<file path="src/rtl/mack_bus_controller.sv">
// Mackerel 68000 bus controller: address decode with boot ROM overlay,
// internal/external DTACK generation and a BERR watchdog.
module mack_bus_controller #(
    parameter int unsigned BOOT_CYCLES  = 8,
    parameter logic [11:0] ROM_BASE     = 12'h380,
    parameter logic [11:0] ROM_MASK     = 12'hFC0,
    parameter logic [11:0] MFP_BASE     = 12'h3C0,
    parameter logic [11:0] MFP_MASK     = 12'hFC0,
    parameter logic [11:0] RAM_BASE     = 12'h000,
    parameter logic [11:0] RAM_MASK     = 12'hF80,
    parameter logic [11:0] EXP_BASE     = 12'h200,
    parameter logic [11:0] EXP_MASK     = 12'hF00,
    parameter int unsigned ROM_WS       = 1,
    parameter int unsigned RAM_WS       = 0,
    parameter int unsigned BERR_TIMEOUT = 64
) (
    input  logic        i_clk,
    input  logic        i_rst_n,
    input  logic [11:0] i_addr,
    input  logic        i_as_n,
    input  logic        i_iack_n,
    input  logic        i_dtack_in_n,
    output logic        o_romen_n,
    output logic        o_ramen_n,
    output logic        o_mfpen_n,
    output logic        o_expen_n,
    output logic        o_dtack_n,
    output logic        o_berr_n,
    output logic        o_boot
);

    localparam int unsigned BW = (BOOT_CYCLES < 2) ? 1 : $clog2(BOOT_CYCLES + 1);
    localparam logic [BW-1:0] BOOT_MAX  = BW'(BOOT_CYCLES);
    localparam logic [BW-1:0] BOOT_LAST = BW'((BOOT_CYCLES == 0) ? 0 : BOOT_CYCLES - 1);
    localparam logic [7:0]    TO_LAST   = 8'(BERR_TIMEOUT - 1);
    localparam logic [3:0]    ROM_WAIT  = 4'(ROM_WS);
    localparam logic [3:0]    RAM_WAIT  = 4'(RAM_WS);

    typedef enum logic [1:0] {ST_IDLE, ST_WAIT, ST_ACK, ST_FAULT} state_t;
    typedef enum logic [1:0] {CYC_INT, CYC_EXT, CYC_UNM} cyc_t;

    state_t        r_state;
    cyc_t          r_cyc;
    logic [3:0]    r_wcnt;
    logic [7:0]    r_tcnt;
    logic [BW-1:0] r_bcnt;
    logic          r_dtack_n;
    logic          r_berr_n;
    logic          r_boot;

    logic w_rom_hit, w_mfp_hit, w_ram_hit, w_exp_hit;
    logic w_rom_sel, w_mfp_sel, w_ram_sel, w_exp_sel;
    logic w_cs_en, w_ack, w_done;

    assign w_rom_hit = ((i_addr & ROM_MASK) == (ROM_BASE & ROM_MASK));
    assign w_mfp_hit = ((i_addr & MFP_MASK) == (MFP_BASE & MFP_MASK));
    assign w_ram_hit = ((i_addr & RAM_MASK) == (RAM_BASE & RAM_MASK));
    assign w_exp_hit = ((i_addr & EXP_MASK) == (EXP_BASE & EXP_MASK));

    // During the overlay every access lands in ROM; afterwards ROM > MFP > RAM > EXP.
    assign w_rom_sel = !r_boot || w_rom_hit;
    assign w_mfp_sel = r_boot && !w_rom_hit && w_mfp_hit;
    assign w_ram_sel = r_boot && !w_rom_hit && !w_mfp_hit && w_ram_hit;
    assign w_exp_sel = r_boot && !w_rom_hit && !w_mfp_hit && !w_ram_hit && w_exp_hit;

    assign w_cs_en   = !i_as_n && i_iack_n && i_rst_n;
    assign o_romen_n = !(w_cs_en && w_rom_sel);
    assign o_ramen_n = !(w_cs_en && w_ram_sel);
    assign o_mfpen_n = !(w_cs_en && w_mfp_sel);
    assign o_expen_n = !(w_cs_en && w_exp_sel);

    assign w_ack  = ((r_cyc == CYC_INT) && (r_wcnt == 4'd0)) ||
                    ((r_cyc == CYC_EXT) && !i_dtack_in_n);
    assign w_done = (r_state != ST_IDLE) && i_as_n;

    assign o_dtack_n = r_dtack_n;
    assign o_berr_n  = r_berr_n;
    assign o_boot    = r_boot;

    always_ff @(posedge i_clk) begin
        if (!i_rst_n) begin
            r_state   <= ST_IDLE;
            r_cyc     <= CYC_INT;
            r_wcnt    <= 4'd0;
            r_tcnt    <= 8'd0;
            r_bcnt    <= '0;
            r_dtack_n <= 1'b1;
            r_berr_n  <= 1'b1;
            r_boot    <= (BOOT_CYCLES == 0);
        end else begin
            if (w_done && (r_bcnt != BOOT_MAX))
                r_bcnt <= r_bcnt + 1'b1;
            if ((BOOT_CYCLES == 0) || (w_done && (r_bcnt == BOOT_LAST)))
                r_boot <= 1'b1;

            case (r_state)
                ST_IDLE: begin
                    if (!i_as_n) begin
                        r_state <= ST_WAIT;
                        r_tcnt  <= 8'd0;
                        r_wcnt  <= 4'd0;
                        if (!i_iack_n) begin
                            r_cyc <= CYC_EXT;
                        end else if (w_rom_sel) begin
                            r_cyc  <= CYC_INT;
                            r_wcnt <= ROM_WAIT;
                        end else if (w_ram_sel) begin
                            r_cyc  <= CYC_INT;
                            r_wcnt <= RAM_WAIT;
                        end else if (w_mfp_sel || w_exp_sel) begin
                            r_cyc <= CYC_EXT;
                        end else begin
                            r_cyc <= CYC_UNM;
                        end
                    end
                end
                // Acknowledge is tested before the watchdog so a same-edge race acks.
                ST_WAIT: begin
                    if (i_as_n) begin
                        r_state <= ST_IDLE;
                    end else if (w_ack) begin
                        r_state   <= ST_ACK;
                        r_dtack_n <= 1'b0;
                    end else if (r_tcnt == TO_LAST) begin
                        r_state  <= ST_FAULT;
                        r_berr_n <= 1'b0;
                    end else begin
                        r_tcnt <= r_tcnt + 8'd1;
                        if (r_wcnt != 4'd0)
                            r_wcnt <= r_wcnt - 4'd1;
                    end
                end
                ST_ACK: begin
                    if (i_as_n) begin
                        r_state   <= ST_IDLE;
                        r_dtack_n <= 1'b1;
                    end
                end
                ST_FAULT: begin
                    if (i_as_n) begin
                        r_state  <= ST_IDLE;
                        r_berr_n <= 1'b1;
                    end
                end
                default: r_state <= ST_IDLE;
            endcase
        end
    end

endmodule

</file>
<file path="config.mk">
export PLATFORM = sky130hd
export DESIGN_NAME = mack_bus_controller
export DESIGN_NICKNAME = d
export VERILOG_FILES = /design/src/rtl/mack_bus_controller.sv
export SDC_FILE = /design/constraint.sdc
export NUM_CORES = 1
export LEC_CHECK = 0
export ABC_CLOCK_PERIOD_IN_PS = 2500
export CORE_MARGIN = 5
export CORE_UTILIZATION = 45
export DETAILED_ROUTE_END_ITERATION = 7
export GPL_TIMING_DRIVEN = 0
export MAX_ROUTING_LAYER = met4
export PLACE_DENSITY = 0.7
export SETUP_SLACK_MARGIN = 0.3
export SLEW_MARGIN = 20
export SYNTH_ARGS = -nofsm -noshare
export SYNTH_HDL_FRONTEND = slang
export SYNTH_SLANG_ARGS = --single-unit
</file>
<file path="constraint.sdc">
create_clock -name i_clk -period 2.5 [get_ports i_clk]
set_clock_uncertainty 0.15 [all_clocks]
set_input_delay 0.5 -clock i_clk [delete_from_list [all_inputs] [get_ports i_clk]]
set_output_delay 0.5 -clock i_clk [all_outputs]
set_load 0.01 [all_outputs]
</file>
Word-level counts from Yosys, hierarchy flattened
Index checks and enable logic that the tools add are counted.
- flip-flop bits (word level): 23
- output and inout bits: 7
- add/sub/neg operators: 3
- equal/unequal tests: 21
- muxes and demuxes: 31
- bitwise logic cells: 1
- reduce and logical (&&, ||, !) cells: 46
- operators with widths (kind ; number):
    two-way mux 8 bit ; 4
    two-way mux 4 bit ; 5
    two-way mux 2 bit ; 9
    inequality test 2 bit, second input constant ; 9
    logical AND 1 bit ; 17
    one-hot mux 8 bit (2 select lines) ; 1
    == test 6 x 4 -> 1 bit, second input constant ; 2
    zero test 12 bit ; 1
    zero test 1 bit ; 10
    AND reduction 5 bit ; 2
    adder 8 x 1 -> 8 bit, second input constant ; 1
    == test 8 x 6 -> 1 bit, second input constant ; 1
    two-way mux 1 bit ; 8
    inequality test 4 bit, second input constant ; 2
    one-hot mux 4 bit (2 select lines) ; 1
    nonzero test 2 bit ; 4
    one-hot mux 2 bit (3 select lines) ; 1
    AND reduction 6 bit ; 1
    adder 4 x 1 -> 4 bit, second input constant ; 1
    == test 2 x 1 -> 1 bit, second input constant ; 2
    == test 2 bit, second input constant ; 2
    == test 4 x 2 -> 1 bit, second input constant ; 1
    == test 4 x 3 -> 1 bit, second input constant ; 1
    zero test 2 bit ; 2
    other kinds (11) ; 14

Longest topological paths before layout
- depth after elaboration: 11
- mapped depth: 7

Worst setup path after synthesis
Ideal clock, no wire load.
- kind: input port to output port
- from: in i_rst_n
- to: out o_mfpen_n
- data arrival time: 1.262 ns
- path slack: 0.588 ns
- stages: 5
- path buffers: 1
- path through: clkbuf_1 -> inv_1 -> nor2_1 -> and2_1 -> nand4_1
- longest elaborated chain between the ends: 3
- RTL lines (element ; line ; RTL):
    start, declared ; 18 ; input logic i_rst_n,
    logical AND 1 bit ; 66 ; assign w_cs_en = !i_as_n && i_iack_n && i_rst_n;
    logical AND 1 bit ; 69 ; assign o_mfpen_n = !(w_cs_en && w_mfp_sel);
    zero test 1 bit ; 69 ;
    end, declared ; 25 ; output logic o_mfpen_n,
No other way between the ends.

Final worst setup path
- from: in i_addr[6]
- to: out o_romen_n
- longest elaborated chain between the ends: 4
- RTL lines (element ; line ; RTL):
    start, declared ; 19 ; input logic [11:0] i_addr,
    == test 6 x 4 -> 1 bit ; 55 ; assign w_rom_hit = ((i_addr & ROM_MASK) == (ROM_BASE & ROM_MASK));
    logical OR 1 bit ; 61 ; assign w_rom_sel = !r_boot || w_rom_hit;
    logical AND 1 bit ; 67 ; assign o_romen_n = !(w_cs_en && w_rom_sel);
    zero test 1 bit ; 67 ;
    end, declared ; 23 ; output logic o_romen_n,
No other way between the ends.

==> out/metrics.yaml <==
run_status:
  outcome: "complete, no violations"
clock_tree:
  cts.clk_slew.worst_paths_ns: 0.13
  cts_tree: "built"
  numCtsBuffers: 3
  htree_levels: 1
  cts_root_buf: "clkbuf_4"
  cts_buffer_depth: 2
  cts_sinks: 23
  clock_latency_ns: 0.31
floorplanning:
  die-height_um: 64.1
  ioPinCount: 24
  fp.dieW_um: 64.1
  initial_core_util: 0.473
  coreArea_um2: 2780
  die_area_um2: 4110
  rows: 19
sta:
  setup_slack_ns: 0.331
  maxSlewViolCount: 0
  tightest_slew_ns: 0.526
  timing.hold.ws_ns: 0.323
  period_share: 0.868
  fin_crit_ns: 2.17
  maxSlewHeadroom: 0.649
  hold_violations: 0
  finalSetupViolations: 0
  fmax_mhz: 461
  rsz0062_at_grt: "false"
placement:
  gp_congestion: 0.839
  post-place-ws_ns: -0.375
  placed_cell_area_um2: 1520
  hpwl_mm: 2.34
  io_buffers: 16
grt:
  overflow: 0
  grt_antenna_before_repair: 0
  grt_pass1_vias: 1248
  grt_max_degree: 13
  grt.total_usage: 0.171
  grt_pass1_wl_mm: 5.58
drt:
  drtAntennaViolNets: 0
  vias: 1266
  postRouteWirelength_mm: 3.23
  drt-pass1-iter-count: 4
  wl_per_cell_um: 14.9
  drc_errors: 0
  viasPerCell: 5.86
  drt-initial-drc-count: 55
power_and_ir_drop:
  p_per_area_nw_per_um2: 444
  cellLeakagePower_nw: 0.591
  ir_drop_v: 0.000316
critical_path:
  setup.worst_path.start_class: "input port"
  worstSetupEndpointType: "output port"
  crit_fanout: 3
  crit_type: "in -> out"
  worstPathArrival_ns: 1.52
  crit_required_ns: 1.85
  r2r_setup_slack_ns: 0.51
synth:
  synth.avg_cell_area_um2: 8.23
  syn_area_um2: 1320
  synth_warnings: 0
  synth-seq-cells: 23
  yosysSeqAreaShare: 0.350
  synth_cell_type_count: 47
  synth_fp_nets: 182
  synth_cells: 160
final_layout:
  final_cell_mix: "dfxtp_1, nand2_1, a21oi_1"
  final_util: 0.584
  drive_above_1_share: 0.189
  syn_to_final_growth_pct: 23.4
  final_nets: 208
  antennaDiodeCount: 0
  final_common_cell: "dfxtp_1"
  final_cell_area_um2: 1620
hold_path:
  hold_path.class: "in -> reg"
run:
  cap_violations: 0
## routing by layer
layer / part of all wire / global-route usage / up-vias
met1: 0.46 / 0.210 / 591
met3: 0.043 / 0.0280 / 6
met5: 0 / - / -
li1: - / - / 638
met4: 0.021 / 0.0831 / 0
met2: 0.48 / 0.270 / 31
## power by group
group	switching [W]	internal [W]
combinational	0.0000868	0.0000638
clock	0.000114	0.0000624
sequential	0.0000156	0.000377
## cells by family after synthesis
logic type,Yosys count,share of synthesized area
mux,1,0.00760
flops,23,0.350
buf+inv,14,0.0466
compound gates,44,0.231
simple gates,69,0.291
xor+xnor,4,0.0266
fa+ha+maj,5,0.0475
## stage by stage
stage / power [W] / instances / TNS (ns)
final: 0.000720 / 216 / 0
after global routing: 0.000762 / 216 / 0
after global placement: 0.000540 / 207 / -0.954
after CTS: 0.000724 / 214 / 0
after floorplan: 0.000498 / 160 / 0
after detailed placement: 0.000547 / 207 / -1.24
## synthesized netlist by cell type, drive strengths merged
master	n	area [µm²]
o211ai	1	7.51
a31oi	2	12.5
o21ba	1	10.0
mux2i	1	10.0
nand4	7	43.8
or3	7	46.3
nand2	14	52.6
clkbuf	2	7.51
buf	2	16.3
a32o	1	10.0
o21ai	12	63.8
or2	1	6.26
nor4	2	12.5
and2	2	12.5
a2111oi	1	15.0
nor3b	3	22.5
inv	10	37.5
nor4b	2	32.5
a311o	1	11.3
a21oi	15	86.3
and4	1	8.76
or4	1	7.51
o21bai	1	11.3
a311oi	1	8.76
xor2	1	8.76
a41oi	1	8.76
nor2	13	48.8
o311a	1	10.0
nand2b	1	6.26
o41ai	1	8.76
nand3	10	55.1
ha	5	62.6
a21boi	2	15.0
o21a	1	7.51
o211a	1	10.0
nor2b	2	12.5
nor3	3	15.0
o31ai	1	7.51
xnor2	3	26.3
dfxtp	23	460
## final timing paths
kind	startpoint	to	cells past startpoint
hold / removal	i_rst_n	o_berr_n$_SDFFE_PN1P_	2
hold reg to reg	o_berr_n$_SDFFE_PN1P_	o_berr_n$_SDFFE_PN1P_	2
setup reg to reg	r_tcnt[0]$_SDFFE_PN0P_	r_wcnt[0]$_SDFFE_PN0P_	5
setup / recovery	i_addr[6]	o_romen_n	4
## critical path, stage by stage
cell and delay, ns:
clkdlybuf4s15_1 0.25, o41ai_4 0.40, nand2_1 0.09, dlygate4sd2_1 0.29
## what timing repair did
action,in CTS,in global routing
buffers inserted,3,2
setup endpoints to repair,4,6
gates cloned,0,0
gates resized for setup,35,9
hold buffers,0,0
pin swaps,2,3
## state kept, by name, summed over array words and instances (netlist names)
name	count
r_tcnt	8
r_state	2
o_berr_n	1
r_wcnt	4
o_dtack_n	1
r_cyc	2
o_boot	1
r_bcnt	4
## final cells by class
cell class	count	area, µm²
inverters	10	37.5
flip-flops and latches	23	464
well taps	31	38.8
repair buffers	21	175
multi-input cells	123	857
fillers	273	1160
clock buffers	4	26.3
plain buffers	4	25.0
(Power assumes the default switching activity.)
